**config.mk**
```make
export PLATFORM = sky130hd
export DESIGN_NAME = board_caps_bank_flat
export DESIGN_NICKNAME = d
export VERILOG_FILES = /design/src/rtl/zxuno_regs_pkg.sv /design/src/rtl/board_caps_bank_if.sv /design/src/rtl/zxuno_strobe_edge.sv /design/src/rtl/board_caps_bank.sv /design/src/flat_wrapper.sv
export SDC_FILE = /design/constraint.sdc
export NUM_CORES = 1
export LEC_CHECK = 0
export BUFFER_PORTS_ARGS = -buffer_cell sky130_fd_sc_hd__clkbuf_2
export CAP_MARGIN = 20
export CORE_MARGIN = 1
export CORE_UTILIZATION = 37
export DETAILED_ROUTE_END_ITERATION = 16
export HOLD_SLACK_MARGIN = 0.1
export PLACE_DENSITY = 0.81
export SYNTH_ARGS = -nofsm -noshare
export SYNTH_HDL_FRONTEND = slang
export SYNTH_SLANG_ARGS = --single-unit
```
**constraint.sdc**
```tcl
create_clock -name clk -period 6.9 [get_ports clk]
set_input_delay 1.38 -clock clk [delete_from_list [all_inputs] [get_ports clk]]
set_output_delay 1.38 -clock clk [all_outputs]
set_load 0.1 [all_outputs]
```
**src/rtl/zxuno_regs_pkg.sv**
```systemverilog
// Shared constants for ZXUNO register peripherals: default register
// addresses and the entry numbers of the board-capability bank.
package zxuno_regs_pkg;

    localparam logic [7:0] ZXUNO_IDX_ADDR  = 8'hF8;
    localparam logic [7:0] ZXUNO_DATA_ADDR = 8'hF9;

    // Entry numbers inside board_caps_bank.
    localparam int ENT_MODEL     = 0;
    localparam int ENT_MEMREPORT = 1;
    localparam int ENT_VIDEO     = 2;
    localparam int ENT_SYSCFG    = 3;

endpackage

```
**src/rtl/board_caps_bank_if.sv**
```systemverilog
// ZXUNO register-bus slice seen by one register peripheral.
//
// Handshake: zxuno_regrd / zxuno_regwr are level strobes qualified by
// zxuno_addr. An access begins on the rising edge of a strobe and ends
// on its falling edge; there is no ready/backpressure, the peripheral
// always accepts. dout is valid whenever oe is high.
interface board_caps_bank_if;

    logic [7:0] zxuno_addr;
    logic       zxuno_regrd;
    logic       zxuno_regwr;
    logic [7:0] din;
    logic [7:0] dout;
    logic       oe;

    modport master (
        output zxuno_addr, zxuno_regrd, zxuno_regwr, din,
        input  dout, oe
    );

    modport slave (
        input  zxuno_addr, zxuno_regrd, zxuno_regwr, din,
        output dout, oe
    );

endinterface

```
**src/rtl/zxuno_strobe_edge.sv**
```systemverilog
// Registers a level strobe and reports its rising and falling edges as
// single-cycle pulses relative to the registered history.
module zxuno_strobe_edge (
    input  logic clk,
    input  logic rst_n,
    input  logic strobe,
    output logic rise,
    output logic fall
);

    logic level_d;
    logic level_q;

    // Next history value is simply the current strobe level.
    always_comb begin
        level_d = strobe;
    end

    // Strobe history; cleared by reset so a held strobe re-triggers.
    always_ff @(posedge clk or negedge rst_n) begin
        if (!rst_n) begin
            level_q <= 1'b0;
        end else begin
            level_q <= level_d;
        end
    end

    assign rise = strobe & ~level_q;
    assign fall = ~strobe & level_q;

endmodule

```
**src/rtl/board_caps_bank.sv**
```systemverilog
// Bank of board-capability / configuration bytes behind an index
// register and an auto-incrementing data window. Read-only entries are
// hardwired inputs; writable entries change only in boot mode and only
// until the sticky lock is set.
module board_caps_bank
    import zxuno_regs_pkg::*;
#(
    parameter int                  NREGS      = 8,
    parameter logic [7:0]          IDX_ADDR   = ZXUNO_IDX_ADDR,
    parameter logic [7:0]          DATA_ADDR  = ZXUNO_DATA_ADDR,
    parameter logic [NREGS-1:0]    WR_MASK    = '0,
    parameter logic [NREGS*8-1:0]  RST_VALUES = '0
) (
    input  logic                 clk,
    input  logic                 poweron_rst_n,
    input  logic                 in_boot_mode,
    board_caps_bank_if.slave     bus,
    input  logic [NREGS*8-1:0]   ro_values,
    output logic [NREGS*8-1:0]   cfg_values,
    output logic                 locked
);

    localparam int              IDX_W    = (NREGS > 1) ? $clog2(NREGS) : 1;
    localparam logic [IDX_W-1:0] LAST_IDX = IDX_W'(NREGS - 1);

    logic rd_rise, rd_fall;
    logic wr_rise, wr_fall;

    zxuno_strobe_edge u_rd_edge (
        .clk    (clk),
        .rst_n  (poweron_rst_n),
        .strobe (bus.zxuno_regrd),
        .rise   (rd_rise),
        .fall   (rd_fall)
    );

    zxuno_strobe_edge u_wr_edge (
        .clk    (clk),
        .rst_n  (poweron_rst_n),
        .strobe (bus.zxuno_regwr),
        .rise   (wr_rise),
        .fall   (wr_fall)
    );

    logic [IDX_W-1:0] idx_d, idx_q;
    logic             locked_d, locked_q;
    logic             pend_inc_d, pend_inc_q;
    // Remembers which strobe opened the pending data access, so only the
    // falling edge of that same strobe triggers the increment.
    logic             pend_wr_d, pend_wr_q;

    logic sel_idx, sel_data;
    logic rd_start;
    logic idx_wr, data_wr, data_acc;
    logic din_idx_ok;
    logic inc_now;
    logic ent_we;

    // Access decode: a write start takes priority over a simultaneous read start.
    always_comb begin
        sel_idx    = (bus.zxuno_addr == IDX_ADDR);
        sel_data   = (bus.zxuno_addr == DATA_ADDR);
        rd_start   = rd_rise & ~wr_rise;
        idx_wr     = wr_rise & sel_idx;
        data_wr    = wr_rise & sel_data;
        data_acc   = data_wr | (rd_start & sel_data);
        din_idx_ok = ({1'b0, bus.din[6:0]} < 8'(NREGS));
        inc_now    = pend_inc_q & (pend_wr_q ? wr_fall : rd_fall);
        ent_we     = data_wr & in_boot_mode & ~locked_q;
    end

    // Index, lock and pending-increment next state.
    always_comb begin
        idx_d      = idx_q;
        locked_d   = locked_q;
        pend_inc_d = pend_inc_q;
        pend_wr_d  = pend_wr_q;
        if (inc_now) begin
            idx_d      = (idx_q == LAST_IDX) ? '0 : idx_q + IDX_W'(1);
            pend_inc_d = 1'b0;
        end
        if (idx_wr) begin
            if (bus.din[7]) begin
                locked_d = 1'b1;
            end
            if (din_idx_ok) begin
                idx_d = bus.din[IDX_W-1:0];
            end
        end
        if (data_acc) begin
            pend_inc_d = 1'b1;
            pend_wr_d  = data_wr;
        end
    end

    // Index/lock/pending registers.
    always_ff @(posedge clk or negedge poweron_rst_n) begin
        if (!poweron_rst_n) begin
            idx_q      <= '0;
            locked_q   <= 1'b0;
            pend_inc_q <= 1'b0;
            pend_wr_q  <= 1'b0;
        end else begin
            idx_q      <= idx_d;
            locked_q   <= locked_d;
            pend_inc_q <= pend_inc_d;
            pend_wr_q  <= pend_wr_d;
        end
    end

    assign locked = locked_q;

    logic [7:0] ent [NREGS];

    for (genvar i = 0; i < NREGS; i++) begin : g_ent
        if (WR_MASK[i]) begin : g_rw
            logic [7:0] ent_d, ent_q;
            // The board value for a writable entry is not used.
            logic       unused_ro;

            // Capture din when this entry is the target of an accepted write.
            always_comb begin
                ent_d = ent_q;
                if (ent_we && (idx_q == IDX_W'(i))) begin
                    ent_d = bus.din;
                end
            end

            // Writable entry storage, reset to its image byte.
            always_ff @(posedge clk or negedge poweron_rst_n) begin
                if (!poweron_rst_n) begin
                    ent_q <= RST_VALUES[8*i +: 8];
                end else begin
                    ent_q <= ent_d;
                end
            end

            assign ent[i]    = ent_q;
            assign unused_ro = ^ro_values[8*i +: 8];
        end else begin : g_ro
            assign ent[i] = ro_values[8*i +: 8];
        end
        assign cfg_values[8*i +: 8] = ent[i];
    end

    logic [7:0] data_rd;

    // Read mux: index/lock view, selected entry, or zero when not addressed.
    always_comb begin
        data_rd = 8'h00;
        for (int i = 0; i < NREGS; i++) begin
            if (idx_q == IDX_W'(i)) begin
                data_rd = ent[i];
            end
        end
        if (sel_idx) begin
            bus.dout = {locked_q, 7'(idx_q)};
        end else if (sel_data) begin
            bus.dout = data_rd;
        end else begin
            bus.dout = 8'h00;
        end
        bus.oe = (sel_idx | sel_data) & bus.zxuno_regrd;
    end

endmodule

```
**src/flat_wrapper.sv**
```systemverilog
// flat-port wrapper written by rule: the top's interface ports become plain ports
module board_caps_bank_flat import zxuno_regs_pkg::*;
#(
    parameter int                  NREGS      = 8,
    parameter logic [7:0]          IDX_ADDR   = ZXUNO_IDX_ADDR,
    parameter logic [7:0]          DATA_ADDR  = ZXUNO_DATA_ADDR,
    parameter logic [NREGS-1:0]    WR_MASK    = '0,
    parameter logic [NREGS*8-1:0]  RST_VALUES = '0
)
  (clk, poweron_rst_n, in_boot_mode, ro_values, cfg_values, locked, bus_zxuno_addr, bus_zxuno_regrd, bus_zxuno_regwr, bus_din, bus_dout, bus_oe);
  board_caps_bank_if bus_i ();
  input  logic clk;
  input  logic poweron_rst_n;
  input  logic in_boot_mode;
  input  logic [NREGS*8-1:0] ro_values;
  output logic [NREGS*8-1:0] cfg_values;
  output logic locked;
  input wire logic [$bits(bus_i.zxuno_addr)-1:0] bus_zxuno_addr;
  input wire logic [$bits(bus_i.zxuno_regrd)-1:0] bus_zxuno_regrd;
  input wire logic [$bits(bus_i.zxuno_regwr)-1:0] bus_zxuno_regwr;
  input wire logic [$bits(bus_i.din)-1:0] bus_din;
  output wire logic [$bits(bus_i.dout)-1:0] bus_dout;
  output wire logic [$bits(bus_i.oe)-1:0] bus_oe;
  assign bus_i.zxuno_addr = bus_zxuno_addr;
  assign bus_i.zxuno_regrd = bus_zxuno_regrd;
  assign bus_i.zxuno_regwr = bus_zxuno_regwr;
  assign bus_i.din = bus_din;
  assign bus_dout = bus_i.dout;
  assign bus_oe = bus_i.oe;
  board_caps_bank #(.NREGS(NREGS), .IDX_ADDR(IDX_ADDR), .DATA_ADDR(DATA_ADDR), .WR_MASK(WR_MASK), .RST_VALUES(RST_VALUES)) u_core (.clk(clk), .poweron_rst_n(poweron_rst_n), .in_boot_mode(in_boot_mode), .bus(bus_i), .ro_values(ro_values), .cfg_values(cfg_values), .locked(locked));
endmodule
```
* Word level (Yosys, flattened, before mapping)
Cells that the tools add are included.
Widths: inputs -> output; s select.
** Storage, ports and cells
- Register bits after elaboration :: 8
** Operators by class
- Bitwise logic cells :: 17
- Equality and inequality tests :: 9
- Magnitude comparators :: 1
- Add/sub/neg operators :: 1
- Multiplexer cells :: 17
- Reduce and logical (&&, ||, !) cells :: 3
** Operators with widths (count)
- $mux 8 :: 10
- $eq 8x8->1 const B :: 2
- $eq 3x3->1 const B :: 4
- $mux 3 :: 4
- $and 1x1->1 :: 10
- $lt 7x4->1 const B :: 1
- $eq 3x2->1 const B :: 2
- $not 1->1 :: 5
- $add 3x1->3 const B :: 1
- $eq 3x1->1 const B :: 1
- $logic_not 3->1 :: 1
- $mux 1 :: 3
- $or 1x1->1 :: 2
- $reduce_and 2->1 :: 1
- $reduce_bool 2->1 :: 1

* Logic depth before layout (Yosys ltp)
- Word-level depth :: 11
- Depth in mapped cells :: 10
- Depth with buffers taken out :: 7

* By module
From an unflattened synthesis, not the netlist that was laid out.
** Second synthesis, totals
- Cells, all modules :: 240
- Area, all modules :: 1809.2 um^2
** By module, submodules not included
- board_caps_bank :: sequential area each 150.1 um^2, area an instance 1729.2 um^2, cells each 234, instances 1
- zxuno_strobe_edge :: sequential area each 25.0 um^2, area an instance 40.0 um^2, cells each 3, instances 2

* Worst setup path after synthesis
Ideal clock, no wire load.
- Path type :: in2out
- Start :: input bus_zxuno_addr[6]
- End :: output bus_dout[0]
- Cell stages on the path :: 4
- Path slack :: 1.316 ns
- Data arrival time :: 4.204 ns
- Buffers on the path :: 0
- Data required time :: 5.520 ns
- Cells stage by stage :: nand4_1 -> nor3_1 -> nand2_1 -> o31ai_1
** On the way
- Word-level cells in the longest chain between the ends :: 3
- Elaborated cells between the ends (all ways) :: 4
** RTL lines
- start: declaration :: RTL line flat_wrapper.sv:18 : input wire logic [$bits(bus_i.zxuno_addr)-1:0] bus_zxuno_addr;
- $eq 8x8->1 :: RTL line board_caps_bank.sv:62 : sel_data = (bus.zxuno_addr == DATA_ADDR);
- $mux 8 :: RTL line board_caps_bank.sv:158 : end else if (sel_data) begin
- $mux 8 (*) :: RTL line board_caps_bank.sv:156 : if (sel_idx) begin
- end: declaration :: RTL line flat_wrapper.sv:22 : output wire logic [$bits(bus_i.dout)-1:0] bus_dout;
Mark *: on every way between the ends. The rest lies on a longest branch, timed or not.

* Final worst setup path
- Start :: register u_core.idx_q[2]
- End :: output bus_dout[7]
** On the way
- Word-level cells in the longest chain between the ends :: 11
- Elaborated cells between the ends (all ways) :: 18
** RTL lines
- start: declaration :: RTL line board_caps_bank.sv:45 : logic [IDX_W-1:0] idx_d, idx_q;
- start signal: assignment :: RTL line board_caps_bank.sv:104 : idx_q <= idx_d;
- $logic_not 3->1 :: RTL line board_caps_bank.sv:152 : if (idx_q == IDX_W'(i)) begin
- $mux 8 (7 in series) :: RTL line board_caps_bank.sv:152
- $mux 8 (*) :: RTL line board_caps_bank.sv:152
- $mux 8 (*) :: RTL line board_caps_bank.sv:158
- $mux 8 (*) :: RTL line board_caps_bank.sv:156
Marked as above.

==> impl_metrics.tcl <==
set metrics [dict create \
    path_delay_family "compound AO/OA/AOI/OAI gates" \
    core_mm2 0.004384 \
    syn_to_final_growth_pct 20.04 \
    grt_pass1_vias 1751 \
    ant_nets 0 \
    cts_resized 0 \
    routabilityCongestion 0.8525 \
    dieArea_mm2 0.004846 \
    pre_cts_ws_ns 2.414 \
    port_buffers 157 \
    max_freq_mhz 209.9 \
    htreeDepth 1 \
    diodes 0 \
    fin_setup_tns_ns 0 \
    post-route-period-util_pct 69.03 \
    antenna_found_initial 0 \
    synth_area_leaders "buf_4 (28%), dfrtp_1 (12%), o21ai_0 (5.0%)" \
    dpl.cell_count 364 \
    drc 0 \
    rows 24 \
    run_status "finished, final reports clean" \
    clock_sinks 8 \
    postSynthCellCount 231 \
    grt_usage_pct 20.37 \
    clock_skew_ns 0.003841 \
    grt_pass1_wl_um 8121 \
    final_nets 408 \
    whs_ns 0.5236 \
    critPathMaxStageDelay_ns 0.73 \
    hold_class "flop to flop" \
    yosys.area.top_type_share_pct 28.40 \
    synth.distinct_cells 38 \
    dp_hpwl_um 4519 \
    worst-setup-path-type "flop to primary output" \
    relSlewSlack_pct 35.71 \
    syn_area_mm2 0.001692 \
    rsz0062_at_grt "false" \
    async_flop_share_pct 100.0 \
    cap_viol_max_count 0 \
    synth-seq-cells 8 \
    finalHoldViolations 0 \
    critPathLaunchType "flop" \
    synth_top_cell_by_area "buf_4" \
    routed_wl_um 5378 \
    boundaryPins 159 \
    die_h_um 69.62 \
    ys_seq_area_share_pct 11.83 \
    final_cell_mix "clkbuf_2 (157), nor2_1 (18), o21ai_0 (17)" \
    final-setup-viol-count 0 \
    synth_edf_count 0 \
    drv_slew 0 \
    setup_slack_ns 2.137 \
    fin_crit_ns 4.763 \
    critPathSlowestCell "dfrtp_1" \
    clk_pin_slew_ns 0.04 \
    start_util_pct 38.58 \
    crit_required_ns 5.52 \
    postCtsHoldBufs 0 \
    stdcell_count 367 \
    fin_util_pct 46.32 \
    root_buffer "clkbuf_8" \
    final_common_cell "clkbuf_2" \
    grt_max_degree 25 \
    viasPerCell 5.202 \
    yosysWarnings 0 \
    max-clock-path-buffers 2 \
    synth.net_count 322 \
    die_x_um 69.62 \
    numCtsBuffers 3 \
    firstDrtPassIters 4 \
    path_cells "inv_1 -> ha_1 -> or2_0 -> a221o_1 -> a311oi_1 -> o31ai_1 -> clkbuf_2" \
    crit_path_end_kind "primary output" \
    cp_num_buf_inv 2 \
    post_cts_buffers 0 \
    total_leakage_power_nw 1.103 \
    drive_above_1_share_pct 52.38 \
    clk_latency_ns 0.22 \
    initialDrtViolationCount 83 \
    crit_fanout 20 \
    crit_arrival_ns 3.38 \
    num_vias 1909 \
    tightest_slew_ns 0.9644 \
    power_per_cell_area_mw_per_mm2 206.8 \
    synth_flop_cell "dfrtp_1" \
    wire_per_inst_um 14.65 \
    synth.avg_cell_area_um2 7.323 \
    grt_overflow 0 \
    cts_tree "yes" \
    ir_drop_uv 97.41 \
]
## state kept, by name, indices dropped and copies added, names as in the netlist
register                  flops
u_core.pend_wr_q              1
u_core.u_wr_edge.level_q      1
u_core.u_rd_edge.level_q      1
u_core.pend_inc_q             1
u_core.idx_q                  3
u_core.locked                 1
## cell families (layout without fill, tap and decap cells)
| group | count (synthesis) | after routing | share of synthesized area (%) |
|---|---|---|---|
| flops | 8 | 8 | 11.83 |
| compound gates | 66 | 66 | 26.78 |
| fa+ha+maj | 6 | 6 | 4.438 |
| simple gates | 65 | 65 | 20.64 |
| mux | 3 | 3 | 2.071 |
| buf+inv | 83 | 167 | 34.25 |
## cells in the mapped netlist (2+ instances only)
library cell and instances:
nand3_1 6, o21ai_0 17, a21oi_1 10, inv_1 7, a221oi_1 8, o22ai_1 5
nor2b_1 6, nor2_1 18, and2_1 2, ha_1 6, buf_2 4, a311oi_1 3
clkbuf_1 5, buf_4 64, a211oi_1 3, mux2i_1 2, dfrtp_1 8, nand4_1 2
a221o_1 7, nand2b_1 6, buf_6 3, nor3_1 5, nand2_1 12, o31ai_1 8
## area by class of cell
| type | count | area, um^2 |
|---|---|---|
| clock buffers | 3 | 41.29 |
| fillers | 476 | 2354 |
| inverters | 7 | 26.28 |
| multi-input cells | 140 | 912.1 |
| flip-flops and latches | 8 | 200.2 |
| well taps | 52 | 65.06 |
| repair buffers | 157 | 785.8 |
## power by group
| part | switching, mW | leakage, nW | internal, mW |
|---|---|---|---|
| Combinational | 0.236 | 0.982 | 0.0765 |
| Sequential | 0.00400 | 0.100 | 0.0503 |
| Clock | 0.0160 | 0.0216 | 0.0376 |
| Total | 0.256 | 1.10 | 0.164 |
## per-layer routing
metal	share of wire, %	global-route usage [%]
met3	5.1	1.599
met4	1.5	4.222
met1	39	23.49
met5	0	0
met2	54	40.35
## final timing paths
| check | startpoint | end | slack, ns | depth (start not counted) |
|---|---|---|---|---|
| worst min register to register | u_core.locked | u_core.locked | 0.52 | 1 |
| min in group asynchronous | poweron_rst_n | u_core.u_wr_edge.level_q | 0.99 | 1 |
| worst max register to register | u_core.idx_q[2] | u_core.idx_q[0] | 4.95 | 4 |
| worst min-delay path | u_core.locked | u_core.locked | 0.52 | 1 |
| max in group asynchronous | poweron_rst_n | u_core.idx_q[1] | 5.73 | 1 |
| worst max-delay path | u_core.idx_q[2] | bus_dout[7] | 2.14 | 7 |
## worst register-to-register path: stages, from the launching register on
cell,delay (ns)
dfrtp_1,0.73
ha_1,0.62
inv_1,0.25
nand4_1,0.14
a31oi_1,0.09
## stage by stage
| step | power (mW) | cell area, um^2 |
|---|---|---|
| global placement | 0.3641 | 1989 |
| CTS | 0.4225 | 2031 |
| floorplan | 0.3297 | 1692 |
| global route | 0.4407 | 2031 |
| detailed placement | 0.3671 | 1989 |
| finish | 0.4200 | 2031 |
(Power assumes the default switching activity.)
